**config.mk**
```make
export PLATFORM = sky130hd
export DESIGN_NAME = ring_monitor
export DESIGN_NICKNAME = d
export VERILOG_FILES = /design/src/rtl/ring_monitor.sv
export SDC_FILE = /design/constraint.sdc
export NUM_CORES = 1
export LEC_CHECK = 0
export ABC_AREA = 1
export CAP_MARGIN = 20
export CORE_MARGIN = 2
export CORE_UTILIZATION = 45
export DETAILED_ROUTE_END_ITERATION = 12
export GPL_TIMING_DRIVEN = 1
export PLACE_DENSITY = 0.7
export SLEW_MARGIN = 20
export SYNTH_ARGS = -nofsm -noshare
export SYNTH_HDL_FRONTEND = slang
export SYNTH_SLANG_ARGS = --single-unit
```
**constraint.sdc**
```tcl
create_clock -name CLK -period 1.5 [get_ports CLK]
set_input_delay 0.375 -clock CLK [delete_from_list [all_inputs] [get_ports CLK]]
set_output_delay 0.375 -clock CLK [all_outputs]
set_load 0.005 [all_outputs]
```
**src/rtl/ring_monitor.sv**
```systemverilog
// Qualifying monitor for a 16-bit one-hot ring counter: registers the sampled
// position as a binary code and tracks lock, loss-of-lock and wrap statistics.
module ring_monitor #(
    parameter int LOCK_COUNT = 4,
    parameter int CNT_W      = 8
) (
    input  logic             CLK,
    input  logic             RST,
    input  logic [0:15]      Q,
    input  logic             CLR,
    output logic [3:0]       C,
    output logic             VALID,
    output logic             LOCK,
    output logic             ERR,
    output logic [CNT_W-1:0] WRAPS,
    output logic [CNT_W-1:0] ERRCNT
);

    typedef enum logic [1:0] {
        HUNT   = 2'd0,
        SYNC   = 2'd1,
        LOCKED = 2'd2
    } state_t;

    localparam logic [3:0]       GOOD_MAX = 4'(LOCK_COUNT - 1);
    localparam logic [CNT_W-1:0] CNT_MAX  = {CNT_W{1'b1}};
    localparam logic [CNT_W-1:0] CNT_ONE  = CNT_W'(1);

    logic [4:0]       hot_cnt_s;
    logic [3:0]       hot_code_s;
    logic             onehot_s;
    logic [3:0]       code_q, code_d;
    logic             valid_q;
    state_t           state_q, state_d;
    logic [3:0]       prev_q, prev_d;
    logic [3:0]       good_q, good_d;
    logic [3:0]       prev_plus1_s;
    logic             step_ok_s;
    logic             wrap_inc_s, err_inc_s;
    logic             lock_q, err_q;
    logic [CNT_W-1:0] wraps_q, wraps_d, errcnt_q, errcnt_d;

    // Stage-1 decode: OR-ing indices is exact whenever the sample is one-hot.
    always_comb begin
        hot_cnt_s  = 5'd0;
        hot_code_s = 4'd0;
        for (int i = 0; i < 16; i++) begin
            hot_cnt_s  = hot_cnt_s + {4'd0, Q[i]};
            hot_code_s = hot_code_s | (Q[i] ? 4'(i) : 4'd0);
        end
        onehot_s = (hot_cnt_s == 5'd1);
        if (onehot_s) begin
            code_d = hot_code_s;
        end else begin
            code_d = code_q;
        end
    end

    assign prev_plus1_s = prev_q + 4'd1;
    assign step_ok_s    = valid_q && (code_q == prev_plus1_s);

    // Stage-2 step checker working on the registered stage-1 sample.
    always_comb begin
        state_d    = state_q;
        prev_d     = prev_q;
        good_d     = good_q;
        wrap_inc_s = 1'b0;
        err_inc_s  = 1'b0;
        case (state_q)
            HUNT: begin
                if (valid_q) begin
                    prev_d  = code_q;
                    good_d  = 4'd0;
                    state_d = SYNC;
                end else begin
                    state_d = HUNT;
                end
            end
            SYNC: begin
                if (!valid_q) begin
                    state_d = HUNT;
                end else if (step_ok_s) begin
                    prev_d = code_q;
                    if (good_q == GOOD_MAX) begin
                        state_d = LOCKED;
                    end else begin
                        good_d = good_q + 4'd1;
                    end
                end else begin
                    prev_d = code_q;
                    good_d = 4'd0;
                end
            end
            LOCKED: begin
                if (step_ok_s) begin
                    prev_d     = code_q;
                    wrap_inc_s = (prev_q == 4'd15);
                end else begin
                    err_inc_s = 1'b1;
                    state_d   = HUNT;
                end
            end
            default: state_d = HUNT;
        endcase
    end

    // Saturating statistics; a clear on the same edge beats an increment.
    always_comb begin
        if (CLR) begin
            wraps_d = '0;
        end else if (wrap_inc_s && (wraps_q != CNT_MAX)) begin
            wraps_d = wraps_q + CNT_ONE;
        end else begin
            wraps_d = wraps_q;
        end
        if (CLR) begin
            errcnt_d = '0;
        end else if (err_inc_s && (errcnt_q != CNT_MAX)) begin
            errcnt_d = errcnt_q + CNT_ONE;
        end else begin
            errcnt_d = errcnt_q;
        end
    end

    // All state and registered outputs.
    always_ff @(posedge CLK or posedge RST) begin
        if (RST) begin
            code_q   <= 4'd0;
            valid_q  <= 1'b0;
            state_q  <= HUNT;
            prev_q   <= 4'd0;
            good_q   <= 4'd0;
            lock_q   <= 1'b0;
            err_q    <= 1'b0;
            wraps_q  <= '0;
            errcnt_q <= '0;
        end else begin
            code_q   <= code_d;
            valid_q  <= onehot_s;
            state_q  <= state_d;
            prev_q   <= prev_d;
            good_q   <= good_d;
            lock_q   <= (state_d == LOCKED);
            err_q    <= err_inc_s;
            wraps_q  <= wraps_d;
            errcnt_q <= errcnt_d;
        end
    end

    assign C      = code_q;
    assign VALID  = valid_q;
    assign LOCK   = lock_q;
    assign ERR    = err_q;
    assign WRAPS  = wraps_q;
    assign ERRCNT = errcnt_q;

endmodule
```
## Yosys cells after proc, flatten, opt, wreduce, memory -nomap -nowiden

Cells that the tools add are included.

| word-level totals | value |
|---|---|
| flip-flop bits (word level) | 33 |
| latch bits | 0 |
| memory bits (writable) | 0 |
| bits in read-only memories | 0 |
| word-level logic and storage cells | 104 |
| memories | 0 |

| cells by class | value |
|---|---|
| add/subtract/negate cells | 19 |
| multiply operators | 0 |
| div/mod/pow operators | 0 |
| magnitude comparators | 0 |
| eq/ne operators | 14 |
| shifts and indexed selects | 0 |
| multiplexer cells | 37 |
| bitwise gates (word level) | 14 |
| reductions and logical operators | 11 |

Operators with widths:

| cell | count |
|---|---|
| $mux 4 | 14 |
| $add 5x1->5 | 11 |
| $mux 8 | 4 |
| $or 4x4->4 | 7 |
| $add 8x1->8 const B | 2 |
| $ne 8x8->1 const B | 2 |
| $pmux 4 s2 | 2 |
| $mux 2 | 6 |
| $mux 3 | 4 |
| $or 3x3->3 | 3 |
| $add 4x1->4 const B | 2 |
| $reduce_bool 2->1 | 4 |
| $mux 1 | 6 |
| $ne 2x2->1 const B | 3 |
| $pmux 2 s3 | 1 |
| $add 4x1->5 | 1 |
| $eq 5x1->1 const B | 1 |
| $add 3x1->4 | 1 |
| $eq 2x2->1 const B | 2 |
| $eq 4x2->1 const B | 1 |
| $eq 4x4->1 | 1 |
| $eq 4x4->1 const B | 1 |
| $or 3x4->4 | 1 |
| $reduce_and 4->1 | 1 |
| 12 further kinds | 14 |

## Depth between registers and ports, before layout

Gate-level depths: netlist of run 1.

| logic depth | value |
|---|---|
| depth in word-level cells | 16 |
| mapped depth | 15 |
| mapped depth without buffers | 15 |

## Worst setup path before layout of run 1

Ideal clock, no wire load.

| timing path | value |
|---|---|
| path type | input to register |
| start | input Q[10] (netlist name) |
| end | register code_q[0], in the netlist C[0] |
| arrival time | 3768 ps |
| slack | -2407 ps |
| cell stages on the path | 14 |
| path through | inv_1 > fa_1 > inv_1 > fa_1 > fa_1 > inv_1 > fa_1 > inv_1 > ha_1 > fa_1 > nor2_1 > nand3b_1 > a211oi_2 > o21ai_0 |

| on the way | value |
|---|---|
| word-level cells in the longest chain between the ends | 7 |

RTL lines:

| what | RTL line | text |
|---|---|---|
| start: declaration | 9 | `input logic [0:15] Q,` |
| $add 5x1->5 (6 in a row) | 48 | `hot_cnt_s = hot_cnt_s + {4'd0, Q[i]};` |
| $eq 5x1->1 | 51 | `onehot_s = (hot_cnt_s == 5'd1);` |
| named net onehot_s | 31 | `logic onehot_s;` |
| end signal: assignment | 138 | `code_q <= code_d;` |
| end: declaration | 32 | `logic [3:0] code_q, code_d;` |

The timed path passes the listed nets, and every way through them passes these cells.
A chain may end at the register's enable or synchronous reset.

## Worst setup path in the final report of run 1

| timing path | value |
|---|---|
| start | input Q[4] (netlist name) |
| end | register code_q[2], in the netlist C[2] |

| on the way | value |
|---|---|
| word-level cells in the longest chain between the ends | 13 |

RTL lines:

| what | RTL line |
|---|---|
| $add 4x1->5 | 48 |
| $add 5x1->5 (11 in a row) | 48 |
| $eq 5x1->1 | 51 |
| named net onehot_s | 31 |

The timed path passes the listed nets, and every way through them passes these cells.

==> impl_metrics.toml, run 1 <==
[logic_synthesis]
synth_cell_type_count = 30
synthArstFlopShare = 1.00
syn_inst = 293
synth_area_per_cell_sq_um = 7.78
synth_top_flop_cell = "dfrtp_1"
synth_edf_count = 0
yosysWarnings = 0
yosysSeqAreaShare = 0.362
syn_nets = 331
synthesis.area_sq_um = 2280
ys_ff_latch = 33

[layout]
final_common_cell = "nand2_1"
area_growth_pct = 55.7
drive_above_1_share = 0.343
num-nets-final = 434
final_cell_mix = "nand2_1, buf_4, inv_1"
utilization = 0.736
layoutNonFillerInstCount = 464
diodes = 0
design_area_sq_um = 3550

[worst_setup_path]
critical_path.startpoint_type = "primary input"
path_max_fanout = 5
setup.worst_path.end_class = "flip-flop"
worst_ep_arrival_time_ns = 3.99
required_ns = 1.66
critPathKind = "primary input to flip-flop"

[die]
die_w_um = 75.2
die_area_sq_um = 5650
core_area_sq_um = 4820
rows = 25
initial_utilization = 0.473
ios = 42
die_y_um = 75.2

[grt]
grt_max_degree = 34
track_usage = 0.228
grt_pass1_vias = 2183
grt_first_pass_wirelength_mm = 9.72
antenna_found_initial = 0
grt_overflow = 0

[power_and_ir_drop]
power_frac_comb = 0.507
switching_share = 0.392
ir_drop_v = 0.000644
power_switching_mw = 1.61
finalPower_mw = 4.10
p_int_mw = 2.49
p_per_area_nw_per_um2 = 1160
p_clk_frac = 0.215
leakage_nw = 1.87
seq_power_share = 0.277

[place]
placed_cell_area_sq_um = 3030
place.gp.congestion = 0.865
port_buffers = 41
pre_cts_slack_ns = -3.06
place_inst = 429
dp_hpwl_mm = 4.05

[routing]
wire_per_inst_um = 13.2
drc = 0
routed_wl_mm = 6.11
drt_iter0_drc = 98
ant_nets = 0
firstDrtPassIters = 4
vias = 2279
via_per_inst = 4.91

[sta]
maxSlewViolCount = 0
hold_ws_ns = 0.403
relSlewSlack = 0.721
fin_tns_setup_ns = -16.42
hold_viol = 0
skew_ns = 0.00826
setup_viol = 33
post-route-min-period_ns = 3.83
period_share = 2.55
max_freq_mhz = 261
tightest_slew_ns = 0.414
rsz0062_at_grt = "true"
setup_ws_ns = -2.33

[hold_path]
holdCritPathClass = "primary input to flip-flop"

[clocking]
tritoncts = "done"
clock_path_buffers = 2
cts_sinks = 33
clockRootBuffer = "clkbuf_8"
clkTransAtPathRegs_ns = 0.06
numCtsBuffers = 5
clk_latency_ns = 0.29
htreeDepth = 2

[run_status]
status = "finished, violations left"
violations = "setup timing"

[job]
drv_cap = 0
timing repair:
action / CTS / global route
setup buffers: 22 / 3
pin swaps: 25 / 28
cloned: 2 / 0
setup endpoints to repair: 55 / 35
gates resized for setup: 73 / 49
hold buffers: 0 / 0
area by class of cell:
type | count | area [sq um]
clock buffer | 7 | 86.3
clock inverter | 1 | 30.0
fill | 374 | 1270
inverter | 58 | 235
multi-input combinational | 202 | 1450
sequential | 33 | 826
tap | 67 | 83.8
timing repair buffer | 96 | 836
final timing paths:
check	start	to	slack (ns)	depth (start not counted)
max	Q[4]	C[2]	-2.33	15
min	Q[6]	C[2]	0.40	5
max reg2reg	prev_q[0]	WRAPS[3]	-0.24	11
min reg2reg	good_q[1]	good_q[1]	0.54	2
max in group asynchronous	RST	prev_q[0]	0.90	3
min in group asynchronous	RST	ERRCNT[6]	0.42	3
registers in the layout, indices dropped and copies added, names as in the netlist:
| register | flops |
|---|---|
| WRAPS | 8 |
| LOCK | 1 |
| prev_q | 4 |
| C | 4 |
| ERR | 1 |
| good_q | 4 |
| ERRCNT | 8 |
| VALID | 1 |
| state_q | 2 |
kinds of logic after synthesis:
kind of cell             count (synthesis)  share of synthesized area
buffers and inverters                   60                      0.100
XOR/XNOR                                10                     0.0384
adder cells (fa/ha/maj)                 19                      0.137
AO/OA/AOI/OAI                           15                     0.0379
AND/OR/NAND/NOR                        156                      0.323
flip-flops                              33                      0.362
power by group through the flow:
stage               combinational, mW  clock, mW  sequential [mW]
detailed placement               1.60          0             1.16
global route                     2.30      0.929             1.16
CTS                              1.87      0.890             1.12
finish                           2.08      0.883             1.14
global placement                 1.52          0             1.16
floorplan                       0.972          0             1.16
synth_stat cells, types with 3 or more instances:
cell type	number	area (sq um)
o21ai_0	6	30.0
nand2_2	5	31.3
ha_1	9	113
xor2_1	8	70.1
o21ai_1	5	25.0
inv_2	6	22.5
dfrtp_1	33	826
inv_1	50	188
nor4_1	4	25.0
nand2_1	72	270
nand2_4	3	33.8
nor2_1	24	90.1
nand3_1	26	130
nor3_1	7	35.0
nand4_1	9	56.3
fa_1	10	200
layer usage:
layer,up-vias,global-route usage,part of all wire
met5,-,0,0
met4,0,0.0799,0.016
met3,9,0.0321,0.035
met2,64,0.426,0.56
met1,1075,0.265,0.39
li1,1131,-,-
critical path, stage by stage:
cell and delay (ns):
buf_8 0.10, fa_1 0.52, inv_1 0.05, fa_1 0.47
inv_1 0.05, fa_1 0.47, inv_1 0.05, fa_1 0.49
inv_2 0.05, ha_4 0.15, fa_1 0.44, nor2_1 0.13
nand3b_1 0.22, a211oi_4 0.31, o21ai_0 0.12
Note: power is estimated with default switching activity, not from simulation.
==> run 2, diff against run 1 <==
--- a/config.mk
+++ b/config.mk
@@ -6,7 +6,7 @@
 export NUM_CORES = 1
 export LEC_CHECK = 0
 export ABC_AREA = 1
-export CAP_MARGIN = 20
+export CAP_MARGIN = 25
 export CORE_MARGIN = 2
 export CORE_UTILIZATION = 45
 export DETAILED_ROUTE_END_ITERATION = 12
==> results of run 2 <==
Final layout, timing and power as in run 1 (identical DEF).
==> run 3, diff against run 2 <==
--- a/config.mk
+++ b/config.mk
@@ -6,7 +6,6 @@
 export NUM_CORES = 1
 export LEC_CHECK = 0
 export ABC_AREA = 1
-export CAP_MARGIN = 25
 export CORE_MARGIN = 2
 export CORE_UTILIZATION = 45
 export DETAILED_ROUTE_END_ITERATION = 12
==> results of run 3 <==
Final layout, timing and power as in run 1 (identical DEF).
